File: src/rtl/encoder_16_4_pkg.sv
// ---------------------------------------------------------------------------
// encoder_16_4_pkg
//   Shared types and widths for the sequential 16-to-4 encoder.
//   state_t    : control state of the encoder (IDLE accepts, EMIT streams)
//   IN_W/OUT_W : request vector width and encoded index width
//   clear_sel  : drop the currently selected bit from a pending vector
// ---------------------------------------------------------------------------
package encoder_16_4_pkg;

    localparam int IN_W  = 16;
    localparam int OUT_W = 4;

    typedef enum logic {
        IDLE = 1'b0,
        EMIT = 1'b1
    } state_t;

    // Remove the bit the priority encoder just picked so the next pass
    // sees only the indices that still have to be emitted.
    function automatic logic [IN_W-1:0] clear_sel(input logic [IN_W-1:0] vec,
                                                  input logic [IN_W-1:0] sel);
        return vec & ~sel;
    endfunction

endpackage

File: src/rtl/prio_enc_16_4.sv
// ---------------------------------------------------------------------------
// prio_enc_16_4
//   Purely combinational priority encoder over a 16-bit vector.
//   vec        : candidate bits
//   msb_first  : 0 = lowest set bit wins, 1 = highest set bit wins
//   idx        : binary index of the winning bit (0 when vec is zero)
//   any        : at least one bit of vec is set
//   onehot_sel : one-hot mask of the winning bit (zero when vec is zero)
//   single     : exactly one bit of vec is set
// ---------------------------------------------------------------------------
module prio_enc_16_4
    import encoder_16_4_pkg::*;
(
    input  logic [IN_W-1:0]  vec,
    input  logic             msb_first,
    output logic [OUT_W-1:0] idx,
    output logic             any,
    output logic [IN_W-1:0]  onehot_sel,
    output logic             single
);

    logic [OUT_W-1:0] lo_idx;
    logic [OUT_W-1:0] hi_idx;

    // Both scans run in parallel; the later hit in each loop overrides the
    // earlier one, so scanning downwards leaves the lowest set bit and
    // scanning upwards leaves the highest.
    always_comb begin
        lo_idx = '0;
        hi_idx = '0;
        for (int i = IN_W - 1; i >= 0; i--) begin
            if (vec[i]) lo_idx = OUT_W'(i);
        end
        for (int i = 0; i < IN_W; i++) begin
            if (vec[i]) hi_idx = OUT_W'(i);
        end
    end

    always_comb begin
        any        = |vec;
        idx        = msb_first ? hi_idx : lo_idx;
        onehot_sel = any ? (IN_W'(1) << idx) : '0;
        // Clearing the lowest set bit leaves zero only for a power of two.
        single     = any && ((vec & (vec - IN_W'(1))) == '0);
    end

endmodule

File: src/rtl/encoder_16_4_seq.sv
// ---------------------------------------------------------------------------
// encoder_16_4_seq
//   Sequential 16-to-4 encoder: accepts a request vector and streams the
//   binary index of every set bit, one beat per index, in priority order.
//
//   Parameters
//     MSB_FIRST : 0 = lowest set bit first, 1 = highest set bit first
//
//   Ports
//     clk, rst_n : clock (rising edge), asynchronous active-low reset
//     in         : request vector, sampled when in_valid && in_ready
//     in_valid   : request vector present
//     in_ready   : encoder idle and able to accept a vector (flop)
//     out        : encoded index of the current beat (flop)
//     out_valid  : out/out_last/out_zero carry a beat (flop)
//     out_ready  : downstream takes the current beat on this edge
//     out_last   : current beat is the final one of the vector (flop)
//     out_zero   : accepted vector was all-zero; out=0 is not a real index
// ---------------------------------------------------------------------------
module encoder_16_4_seq
    import encoder_16_4_pkg::*;
#(
    parameter bit MSB_FIRST = 1'b0
)(
    input  logic             clk,
    input  logic             rst_n,
    input  logic [IN_W-1:0]  in,
    input  logic             in_valid,
    output logic             in_ready,
    output logic [OUT_W-1:0] out,
    output logic             out_valid,
    input  logic             out_ready,
    output logic             out_last,
    output logic             out_zero
);

    state_t           state_q,   state_d;
    logic [IN_W-1:0]  pending_q, pending_d;
    logic [OUT_W-1:0] out_d;
    logic             out_valid_d;
    logic             out_last_d;
    logic             out_zero_d;
    logic             in_ready_d;

    // One shared encoder: in IDLE it looks at the incoming vector, in EMIT
    // at the bits still waiting to be emitted.
    logic [IN_W-1:0]  enc_vec;
    logic [OUT_W-1:0] enc_idx;
    logic             enc_any;
    logic [IN_W-1:0]  enc_sel;
    logic             enc_single;

    assign enc_vec = (state_q == IDLE) ? in : pending_q;

    prio_enc_16_4 u_prio (
        .vec        (enc_vec),
        .msb_first  (MSB_FIRST),
        .idx        (enc_idx),
        .any        (enc_any),
        .onehot_sel (enc_sel),
        .single     (enc_single)
    );

    always_comb begin
        state_d     = state_q;
        pending_d   = pending_q;
        out_d       = out;
        out_valid_d = out_valid;
        out_last_d  = out_last;
        out_zero_d  = out_zero;
        in_ready_d  = in_ready;

        unique case (state_q)
            IDLE: begin
                if (in_valid) begin
                    out_valid_d = 1'b1;
                    in_ready_d  = 1'b0;
                    state_d     = EMIT;
                    if (enc_any) begin
                        pending_d  = clear_sel(in, enc_sel);
                        out_d      = enc_idx;
                        out_last_d = enc_single;
                        out_zero_d = 1'b0;
                    end else begin
                        // An empty vector still yields one beat so the
                        // consumer sees every accepted request complete.
                        pending_d  = '0;
                        out_d      = '0;
                        out_last_d = 1'b1;
                        out_zero_d = 1'b1;
                    end
                end
            end

            EMIT: begin
                // in_valid is deliberately not looked at here; upstream
                // holds its vector until in_ready comes back.
                if (out_ready) begin
                    if (!out_last) begin
                        // out_last=0 guarantees pending still has a bit.
                        pending_d  = clear_sel(pending_q, enc_sel);
                        out_d      = enc_idx;
                        out_last_d = enc_single;
                    end else begin
                        // Final beat taken: drop to IDLE for one bubble
                        // cycle. out keeps its last value, which is
                        // meaningless while out_valid is low.
                        out_valid_d = 1'b0;
                        out_last_d  = 1'b0;
                        out_zero_d  = 1'b0;
                        in_ready_d  = 1'b1;
                        state_d     = IDLE;
                    end
                end
            end

            default: begin
                state_d     = IDLE;
                pending_d   = '0;
                out_valid_d = 1'b0;
                out_last_d  = 1'b0;
                out_zero_d  = 1'b0;
                in_ready_d  = 1'b1;
            end
        endcase
    end

    always_ff @(posedge clk or negedge rst_n) begin
        if (!rst_n) begin
            state_q   <= IDLE;
            pending_q <= '0;
            out       <= '0;
            out_valid <= 1'b0;
            out_last  <= 1'b0;
            out_zero  <= 1'b0;
            in_ready  <= 1'b1;
        end else begin
            state_q   <= state_d;
            pending_q <= pending_d;
            out       <= out_d;
            out_valid <= out_valid_d;
            out_last  <= out_last_d;
            out_zero  <= out_zero_d;
            in_ready  <= in_ready_d;
        end
    end

endmodule
File: config.mk
export PLATFORM = sky130hd
export DESIGN_NAME = encoder_16_4_seq
export DESIGN_NICKNAME = d
export VERILOG_FILES = /design/src/rtl/encoder_16_4_pkg.sv /design/src/rtl/prio_enc_16_4.sv /design/src/rtl/encoder_16_4_seq.sv
export SDC_FILE = /design/constraint.sdc
export NUM_CORES = 1
export LEC_CHECK = 0
export ABC_AREA = 1
export CAP_MARGIN = 0
export CORE_ASPECT_RATIO = 1.5
export CORE_UTILIZATION = 35
export DETAILED_ROUTE_END_ITERATION = 7
export HOLD_SLACK_MARGIN = 0.03
export PLACE_DENSITY = 0.67
export SYNTH_ARGS = -nofsm -noshare
export SYNTH_HDL_FRONTEND = slang
export SYNTH_SLANG_ARGS = --single-unit
File: constraint.sdc
create_clock -name clk -period 2.1 [get_ports clk]
set_input_delay 0.525 -clock clk [delete_from_list [all_inputs] [get_ports clk]]
set_output_delay 0.525 -clock clk [all_outputs]
set_load 0.01 [all_outputs]
==> results of run 1 <==
==> synth_stat cells (all sizes together) <==
library cell  number
o211ai             1
nor3               2
o31ai              1
nand3b             1
and2               1
dfstp              1
clkbuf             3
nand3              6
dfrtp             24
nor2              26
o21ai             12
clkinv             1
a31oi              2
o41ai              2
a41oi              1
buf                3
a21oi              7
nand2            112
nand4              2
inv               36
==> logic make-up after synthesis <==
| logic type | after synthesis |
|---|---|
| buffers and inverters | 43 |
| and+or+nand+nor | 150 |
| AOI/OAI and AO/OA | 26 |
| DFF | 25 |
==> metrics by stage <==
step | area (µm²) | cells | setup slack [ns] | utilization | TNS (ns)
6_report | 2230 | 352 | 0.142 | 0.518 | 0
4_1_cts | 2230 | 352 | 0.135 | 0.517 | 0
5_1_grt | 2230 | 352 | 0.00708 | 0.518 | 0
3_5_place_dp | 2190 | 348 | -0.168 | 0.507 | -0.261
2_1_floorplan | 1610 | 244 | 0.389 | - | 0
3_3_place_gp | 2190 | 348 | -0.140 | 0.507 | -0.194
==> power by group <==
part           total, mW  switching (mW)  internal (mW)
Sequential         0.737          0.0862          0.651
Clock              0.292           0.156          0.136
Combinational       2.43            1.31           1.12
Total               3.46            1.56           1.90
==> worst max-delay path, stage by stage <==
cell	delay, ns
clkdlybuf4s50_1	0.41
nand2_2	0.07
nand2_2	0.07
nor2_4	0.12
nand2_2	0.10
nor2_8	0.12
nand2_4	0.08
inv_1	0.13
nor2_1	0.08
nor2_1	0.08
nand4_1	0.10
nor2_1	0.14
nand4_1	0.10
nand2_1	0.07
==> how the worst min path moves through the flow <==
| stage | startpoint | endpoint | depth (start not counted) |
|---|---|---|---|
| global route | in_ready | in_ready | 2 |
| finish | in_ready | in_ready | 2 |
| floorplan | rst_n | out[0] | 0 |
| CTS | in_ready | in_ready | 2 |
| detailed placement | in_ready | in_ready | 2 |
| global placement | in_ready | in_ready | 2 |
==> sequential cells by signal (all words and copies together) (netlist names) <==
name,cells
out_zero,1
out_last,1
pending_q,16
state_q,1
out_valid,1
in_ready,1
out,4
==> area by class of cell <==
class | count | area (µm²) | area share
clock buffer | 4 | 45.0 | 0.0202
multi-input combinational | 176 | 806 | 0.361
inverter | 37 | 139 | 0.0622
tap | 46 | 57.6 | 0.0258
timing repair buffer | 64 | 561 | 0.251
sequential | 25 | 627 | 0.281
==> routing by layer <==
layer	share of wire	GRT usage
met1	0.43	0.202
met2	0.53	0.340
met3	0.023	0.0152
met4	0.018	0.0710
met5	0	0
==> flow_metrics.env, run 1 <==
export IMPL_worstMarginPinSlew_ns=0.360
export IMPL_cp_arrival_ns=2.18
export IMPL_antenna_found_initial=0
export IMPL_total_power_mw=3.46
export IMPL_hold_viol_final=0
export IMPL_syn_inst=244
export IMPL_fillCellCount=439
export IMPL_initial_core_util=0.373
export IMPL_rr_endpoint="out_last"
export IMPL_grt_pass1_wl_um=6940
export IMPL_clock_fmax_ghz=0.511
export IMPL_status="finished clean"
export IMPL_maxCapViolCount=0
export IMPL_setup_violations=0
export IMPL_synth_nets=264
export IMPL_synth_compound_area_frac=0.0948
export IMPL_clk_pin_slew_ns=0.09
export IMPL_port_buffers=27
export IMPL_synth_seq_cells=25
export IMPL_cts_root_buf="clkbuf_8"
export IMPL_synth_simple_gate_area_share=0.404
export IMPL_drtIter0Drc=26
export IMPL_core_area_um2=4320
export IMPL_synth_top_family_by_area="simple AND/OR/NAND/NOR gates"
export IMPL_worst_setup_path_type="primary input to flop"
export IMPL_diodes=0
export IMPL_syn_area_per_cell_um2=6.60
export IMPL_die_height_um=85.1
export IMPL_dieArea_um2=4880
export IMPL_peakVddDrop_mv=0.595
export IMPL_grt_overflow=0
export IMPL_critPathLaunchType="primary input"
export IMPL_final_min_clock_period_ns=1.96
export IMPL_cts_hold_buf=0
export IMPL_final_cell_mix="103 x nand2_1, 36 x buf_4, 31 x inv_1"
export IMPL_synth_top_area_frac=0.373
export IMPL_reg2reg_from="state_q"
export IMPL_gp_congestion=0.921
export IMPL_fin_hold_ws_ns=0.471
export IMPL_cts_tree="yes"
export IMPL_vias=1635
export IMPL_syn2layout_area_growth_pct=38.8
export IMPL_grt_pass1_vias=1675
export IMPL_synthesis_area_um2=1610
export IMPL_cts_sinks=25
export IMPL_clockBufferDepth=2
export IMPL_yosysSeqAreaShare=0.389
export IMPL_viasPerCell=4.64
export IMPL_yosysWarnings=0
export IMPL_cts_made_buffers=3
export IMPL_leakagePower_nw=1.20
export IMPL_layout_commonest_cell="nand2_1"
export IMPL_maxSlewHeadroom=0.757
export IMPL_reg2reg_depth=14
export IMPL_rrSetupSlack_ns=0.20
export IMPL_dr_pass1_iters=4
export IMPL_yosys_area_top_type="dfrtp_1"
export IMPL_critPathMaxFanout=4
export IMPL_synth_xor_xnor_area_share=0
export IMPL_rows=29
export IMPL_hp_class="flop to flop"
export IMPL_nets=327
export IMPL_synth_mux_area_frac=0
export IMPL_crit_end="out_last"
export IMPL_avgRoutedWirePerCell_um=11.3
export IMPL_endpoint_kind="flop"
export IMPL_io_pins=28
export IMPL_ant_nets=0
export IMPL_cts_setup_buffers=0
export IMPL_cts_max_level=1
export IMPL_cts_resized=0
export IMPL_hpwl_um=3170
export IMPL_gr_usage_all_layers=0.180
export IMPL_period_share=0.932
export IMPL_insertion_delay_ns=0.27
export IMPL_grt_max_degree=26
export IMPL_crit_path_start="in[0]"
export IMPL_synthDistinctLibCells=29
export IMPL_synthAdderAreaFrac=0
export IMPL_skew_ns=0.00149
export IMPL_maxSlewViolCount=0
export IMPL_critPathRequiredTime_ns=2.32
export IMPL_route_detailed_drc=0
export IMPL_synth_top_cells_by_area="dfrtp_1 37%, nand2_1 24%, inv_1 7.2%"
export IMPL_layout_drive_gt1_share=0.206
export IMPL_p_per_area_nw_per_um2=1550
export IMPL_rsz0062_at_grt="false"
export IMPL_die_x_um=57.4
export IMPL_drt_wl_total_um=3990
No activity file was read; power rests on OpenSTA's default activity.
==> inputs of run 2 (changes only) <==
--- a/config.mk
+++ b/config.mk
@@ -5,13 +5,14 @@
 export SDC_FILE = /design/constraint.sdc
 export NUM_CORES = 1
 export LEC_CHECK = 0
-export ABC_AREA = 1
 export CAP_MARGIN = 0
 export CORE_ASPECT_RATIO = 1.5
 export CORE_UTILIZATION = 35
+export CTS_CLUSTER_DIAMETER = 30
+export CTS_CLUSTER_SIZE = 20
 export DETAILED_ROUTE_END_ITERATION = 7
 export HOLD_SLACK_MARGIN = 0.03
-export PLACE_DENSITY = 0.67
+export PLACE_DENSITY = 0.66
 export SYNTH_ARGS = -nofsm -noshare
 export SYNTH_HDL_FRONTEND = slang
 export SYNTH_SLANG_ARGS = --single-unit
==> run 2 against run 1 <==
Effect of this change:
- the flow now finishes with violations (setup timing)
- sequential power increased by 19%
- combinational power increased by 58%
- sequential share of layout area decreased by 6.1 points
- synthesized area increased by 11%
- count of clock-buffer cells in the layout decreased by 1
- critical path depth decreased by 7
- worst setup slack got worse by 0.30 ns
- register-to-register slack got worse by 0.35 ns
- power increased by 46%
- first-iteration DRC count increased by 130%
- final area increased by 28%
- global-route usage increased by 5.0 points
- critical path type is now flop to flop
- highest routed layer unchanged
==> flow_metrics.env, run 2 <==
export IMPL_status="finished with violations"
export IMPL_violations="setup timing"
export IMPL_cts_hold_buf=0
export IMPL_maxCapViolCount=0
export IMPL_core_area_um2=4890
export IMPL_route_detailed_drc=0
export IMPL_hpwl_um=4040
export IMPL_fin_util=0.585
export IMPL_grt_pass1_vias=1967
export IMPL_clock_fmax_ghz=0.444
export IMPL_fillCellCount=433
export IMPL_maxSlewHeadroom=0.746
export IMPL_nets=311
export IMPL_avgRoutedWirePerCell_um=16.3
export IMPL_insertion_delay_ns=0.28
export IMPL_period_share=1.07
export IMPL_layout_commonest_cell="buf_4"
export IMPL_synth_top_area_frac=0.336
export IMPL_yosysSeqAreaShare=0.350
export IMPL_synth_main_ff_cell="dfrtp_1"
export IMPL_reg2reg_from="state_q"
export IMPL_peakVddDrop_mv=0.741
export IMPL_maxSlewViolCount=0
export IMPL_vias=1957
export IMPL_dieArea_um2=5410
export IMPL_rows=31
export IMPL_final_cell_mix="59 x buf_4, 23 x dfrtp_1, 21 x nand2_1"
export IMPL_leakagePower_nw=1.29
export IMPL_cts_sinks=25
export IMPL_cts_tree="yes"
export IMPL_die_height_um=89.6
export IMPL_worst_setup_path_type="flop to flop"
export IMPL_rr_endpoint="pending_q[5]"
export IMPL_min_path_cells=2
export IMPL_syn_inst=202
export IMPL_tns_ns=-0.973
export IMPL_gr_usage_all_layers=0.231
export IMPL_top_register="pending_q"
export IMPL_cp_arrival_ns=2.47
export IMPL_cts_root_buf="clkbuf_8"
export IMPL_diodes=0
export IMPL_syn_area_per_cell_um2=8.86
export IMPL_layout_drive_gt1_share=0.393
export IMPL_synth_edf_count=0
export IMPL_antenna_found_initial=0
export IMPL_reg2reg_depth=7
export IMPL_ant_nets=0
export IMPL_synth_top_cells_by_area="dfrtp_1 34%, mux2i_1 6.7%, nand2_1 4.4%"
export IMPL_skew_ns=0.0102
export IMPL_final_min_clock_period_ns=2.25
export IMPL_viasPerCell=5.50
export IMPL_critPathMaxFanout=7
export IMPL_setup_violations=11
export IMPL_grt_max_degree=26
export IMPL_yosys_area_top_type="dfrtp_1"
export IMPL_syn2layout_area_growth_pct=59.8
export IMPL_endpoint_kind="flop"
export IMPL_register_area_um2=628
export IMPL_yosysWarnings=0
export IMPL_gp_congestion=0.867
export IMPL_grt_overflow=0
export IMPL_largest_register_ffs=16
export IMPL_p_per_area_nw_per_um2=1760
export IMPL_multi_input_area_um2=1290
export IMPL_port_buffers=27
export IMPL_min_to="out[3]"
export IMPL_cts_made_buffers=3
export IMPL_hp_class="flop to flop"
export IMPL_io_pins=28
export IMPL_top_regs="pending_q (16), out (4)"
export IMPL_hold_viol_final=0
export IMPL_synth_seq_cells=25
export IMPL_yosysMostFrequentCell="dfrtp_1"
export IMPL_grt_pass1_wl_um=9110
export IMPL_rrSetupSlack_ns=-0.15
export IMPL_synthDistinctLibCells=52
export IMPL_clockBufferDepth=2
export IMPL_die_x_um=60.4
export IMPL_initial_core_util=0.366
export IMPL_async_reset_ff_frac=1.00
export IMPL_setup_ws_ns=-0.154
export IMPL_cts_max_level=1
export IMPL_synthTopCellsByCount="24 x dfrtp_1, 21 x nand2_1, 17 x nor2_1"
export IMPL_synthesis_area_um2=1790
export IMPL_critPathLaunchType="flop"
export IMPL_drtIter0Drc=61
export IMPL_hold_path_startpoint="out[3]"
export IMPL_worstMarginPinSlew_ns=0.378
export IMPL_rsz0062_at_grt="true"
export IMPL_dr_pass1_iters=4
export IMPL_synth_nets=222
export IMPL_clk_pin_slew_ns=0.11
export IMPL_drt_wl_total_um=5810
export IMPL_critPathRequiredTime_ns=2.32
==> run 2: cell types whose count changed after synthesis, moves of 5 or more <==
cell	before	now
a21oi_1	7	12
nor2b_1	0	8
nand2_2	8	0
inv_2	5	0
nand2_1	103	21
inv_1	31	3
mux2i_1	0	12
nand2b_1	0	7
nor3_1	2	9
==> run 2: layout make-up <==
class / instances / area share
clock buffer: 3 / 0.0144
clock inverter: 1 / 0.00263
inverter: 3 / 0.00394
multi-input combinational: 165 / 0.451
sequential: 25 / 0.220
tap: 66 / 0.0289
timing repair buffer: 93 / 0.280
==> run 2: metal layers <==
metal,share of wire,global-route usage,vias to the layer above
met4,0.050,0.152,0
met1,0.37,0.249,928
met2,0.54,0.411,64
met5,0,0,-
met3,0.042,0.0260,25
li1,-,-,940
==> run 2: power by group <==
part / total (mW) / switching [mW] / leakage, nW / internal (mW)
registers: 0.880 / 0.209 / 0.315 / 0.671
logic: 3.84 / 1.87 / 0.952 / 1.97
clock network: 0.317 / 0.182 / 0.0217 / 0.135
==> run 2: timing repair <==
item	4_1_cts	5_1_grt
gates resized for setup	29	29
endpoints found under the setup margin	15	16
pin swaps	15	13
setup buffers	9	4
==> run 2: kinds of logic (layout without fill, tap and decap cells) <==
group / Yosys count / count (layout) / synth area share
and+or+nand+nor: 86 / 86 / 0.266
muxes: 15 / 15 / 0.0860
AOI/OAI and AO/OA: 64 / 64 / 0.257
buffers and inverters: 12 / 100 / 0.0406
DFF: 25 / 25 / 0.350
==> run 2: worst max path at each step <==
stage | from | to | slack [ns] | cells past startpoint
after floorplan | state_q | pending_q[9] | 0.08 | 8
after global placement | in[11] | pending_q[12] | -0.39 | 7
after detailed placement | in[11] | pending_q[5] | -0.46 | 7
after CTS | state_q | pending_q[5] | -0.06 | 7
after global routing | state_q | pending_q[12] | -0.26 | 7
final | state_q | pending_q[5] | -0.15 | 7
==> run 2: through the flow <==
stage	instances	area [µm²]	setup WS [ns]	hold slack, ns	power, mW
2_1_floorplan	202	1790	0.0845	0.229	2.59
3_3_place_gp	339	2490	-0.386	0.459	3.76
3_5_place_dp	339	2490	-0.456	0.469	3.79
4_1_cts	352	2700	-0.0553	0.492	4.53
5_1_grt	356	2860	-0.261	0.529	5.36
6_report	356	2860	-0.154	0.485	5.04
==> run 2: critical path, cell delays in order, from the launching register on <==
cell and delay, ns:
dfrtp_2 0.47, buf_6 0.13, mux2_4 0.29, a221o_1 0.31, a31oi_1 0.20, o211ai_1 0.20
o21ai_2 0.35, o221a_1 0.24
==> RTL edit: new RTL, settings of run 2 <==
The package constant `OUT_W` goes from 4 to 3.
--- a/src/rtl/encoder_16_4_pkg.sv
+++ b/src/rtl/encoder_16_4_pkg.sv
@@ -9,5 +9,5 @@
 
     localparam int IN_W  = 16;
-    localparam int OUT_W = 4;
+    localparam int OUT_W = 3;
 
     typedef enum logic {
Interface: changed (resized out); port bits go from 28 to 27. The function was not compared with the original's and may differ.
==> RTL edit against run 2 <==
The flow still finishes with violations (setup timing). Setup slack gained 0.086 ns. Die area shrank 5.4%. Design area shrank 13%. Critical path type unchanged. Sequential cell count down 1. Clock skew down 0.0063 ns. Wire length down 14%. Area after synthesis decreased by 5.5%. Clock power is 2% higher. Total power down 36%. Critical endpoint is now pending_q[6]$_DFFE_PN0P_. Synthesized cell count fell by 9.9%. Count of clock-buffer cells in the layout grew 1. Largest power group unchanged.
==> RTL edit: results (changes against run 2) <==
metric	value	unit	change
hold_ws	0.4858	ns	+0.0003650 ns
power.leakage	1.064	nW	-17%
arrival	2.33	ns	-0.14 ns
syn_area_per_cell	9.288	um^2	+4.9%
grt_use_met3	1.189	%	-1.4 points
vias	1724		-12%
track_usage	20.07	%	-3.0 points
grt_max_degree	25		-3.8%
wl_per_cell	16.03	um	-1.7%
timing.final.ws_setup	-0.06786	ns	+0.08639 ns
synth_common_cells	23 x dfrtp_1, 17 x nand2_1, 15 x nor2_1		
finalSetupViolCount	9		-2
nets	270		-13%
max-vdd-ir-drop	636.2	uV	-14%
yosysSeqAreaShare	35.60	%	+0.57 points
violations	setup timing		
critical_path.top_delay_family	buffers and inverters		
grt_util_met1	23.37	%	-1.5 points
stdcell_count	313		-12%
status	finished, violations left		
synthTopCellsByArea	dfrtp_1 34%, mux2_2 4.0%, nand2_1 3.8%		
portBuffers	26		-3.7%
finalSetupTns	-0.3498	ns	+0.6232 ns
r2r-end	pending_q[6]$_DFFE_PN0P_		
dr.pass1.iters	5		+1
[RTL edit: kinds of logic after synthesis]
logic type | Yosys count | share of synthesized area [%]
flip-flops | 24 | 35.60
adder cells (fa/ha/maj) | 1 | 0.6661
AND/OR/NAND/NOR | 72 | 24.65
AO/OA/AOI/OAI | 62 | 27.91
buffers and inverters | 11 | 3.627
multiplexers | 12 | 7.550
[RTL edit: layer usage]
metal | wire, um | vias to the layer above
met4 | 57 | 0
met3 | 151 | 6
met5 | 0 | -
met2 | 2793 | 45
li1 | - | 829
met1 | 2014 | 844
[RTL edit: power by group]
group | internal (W) | switching [W] | total, W
combinational | 0.00109 | 0.000993 | 0.00208
sequential | 0.000630 | 0.000181 | 0.000810
clock | 0.000168 | 0.000156 | 0.000324
[RTL edit: area by class of cell]
type,count,area (um^2)
Clock buffer,4,55.05
Fill cell,446,2086
Inverter,2,7.507
Multi-Input combinational cell,147,1101
Sequential cell,24,603.1
Tap cell,64,80.08
Timing Repair Buffer,72,646.9
[RTL edit: how the worst max path moves through the flow]
stage | start | end
after floorplan | state_q$_DFF_PN0_ | pending_q[1]$_DFFE_PN0P_
after global placement | in[5] | pending_q[5]$_DFFE_PN0P_
after detailed placement | in[5] | pending_q[5]$_DFFE_PN0P_
after CTS | state_q$_DFF_PN0_ | pending_q[10]$_DFFE_PN0P_
after global routing | state_q$_DFF_PN0_ | pending_q[10]$_DFFE_PN0P_
final | state_q$_DFF_PN0_ | pending_q[6]$_DFFE_PN0P_
[RTL edit: timing repair]
action / CTS / global route
resized for setup: 20 / 5
pin swaps: 8 / 5
buffers inserted: 4 / 2
endpoints found under the setup margin: 17 / 14
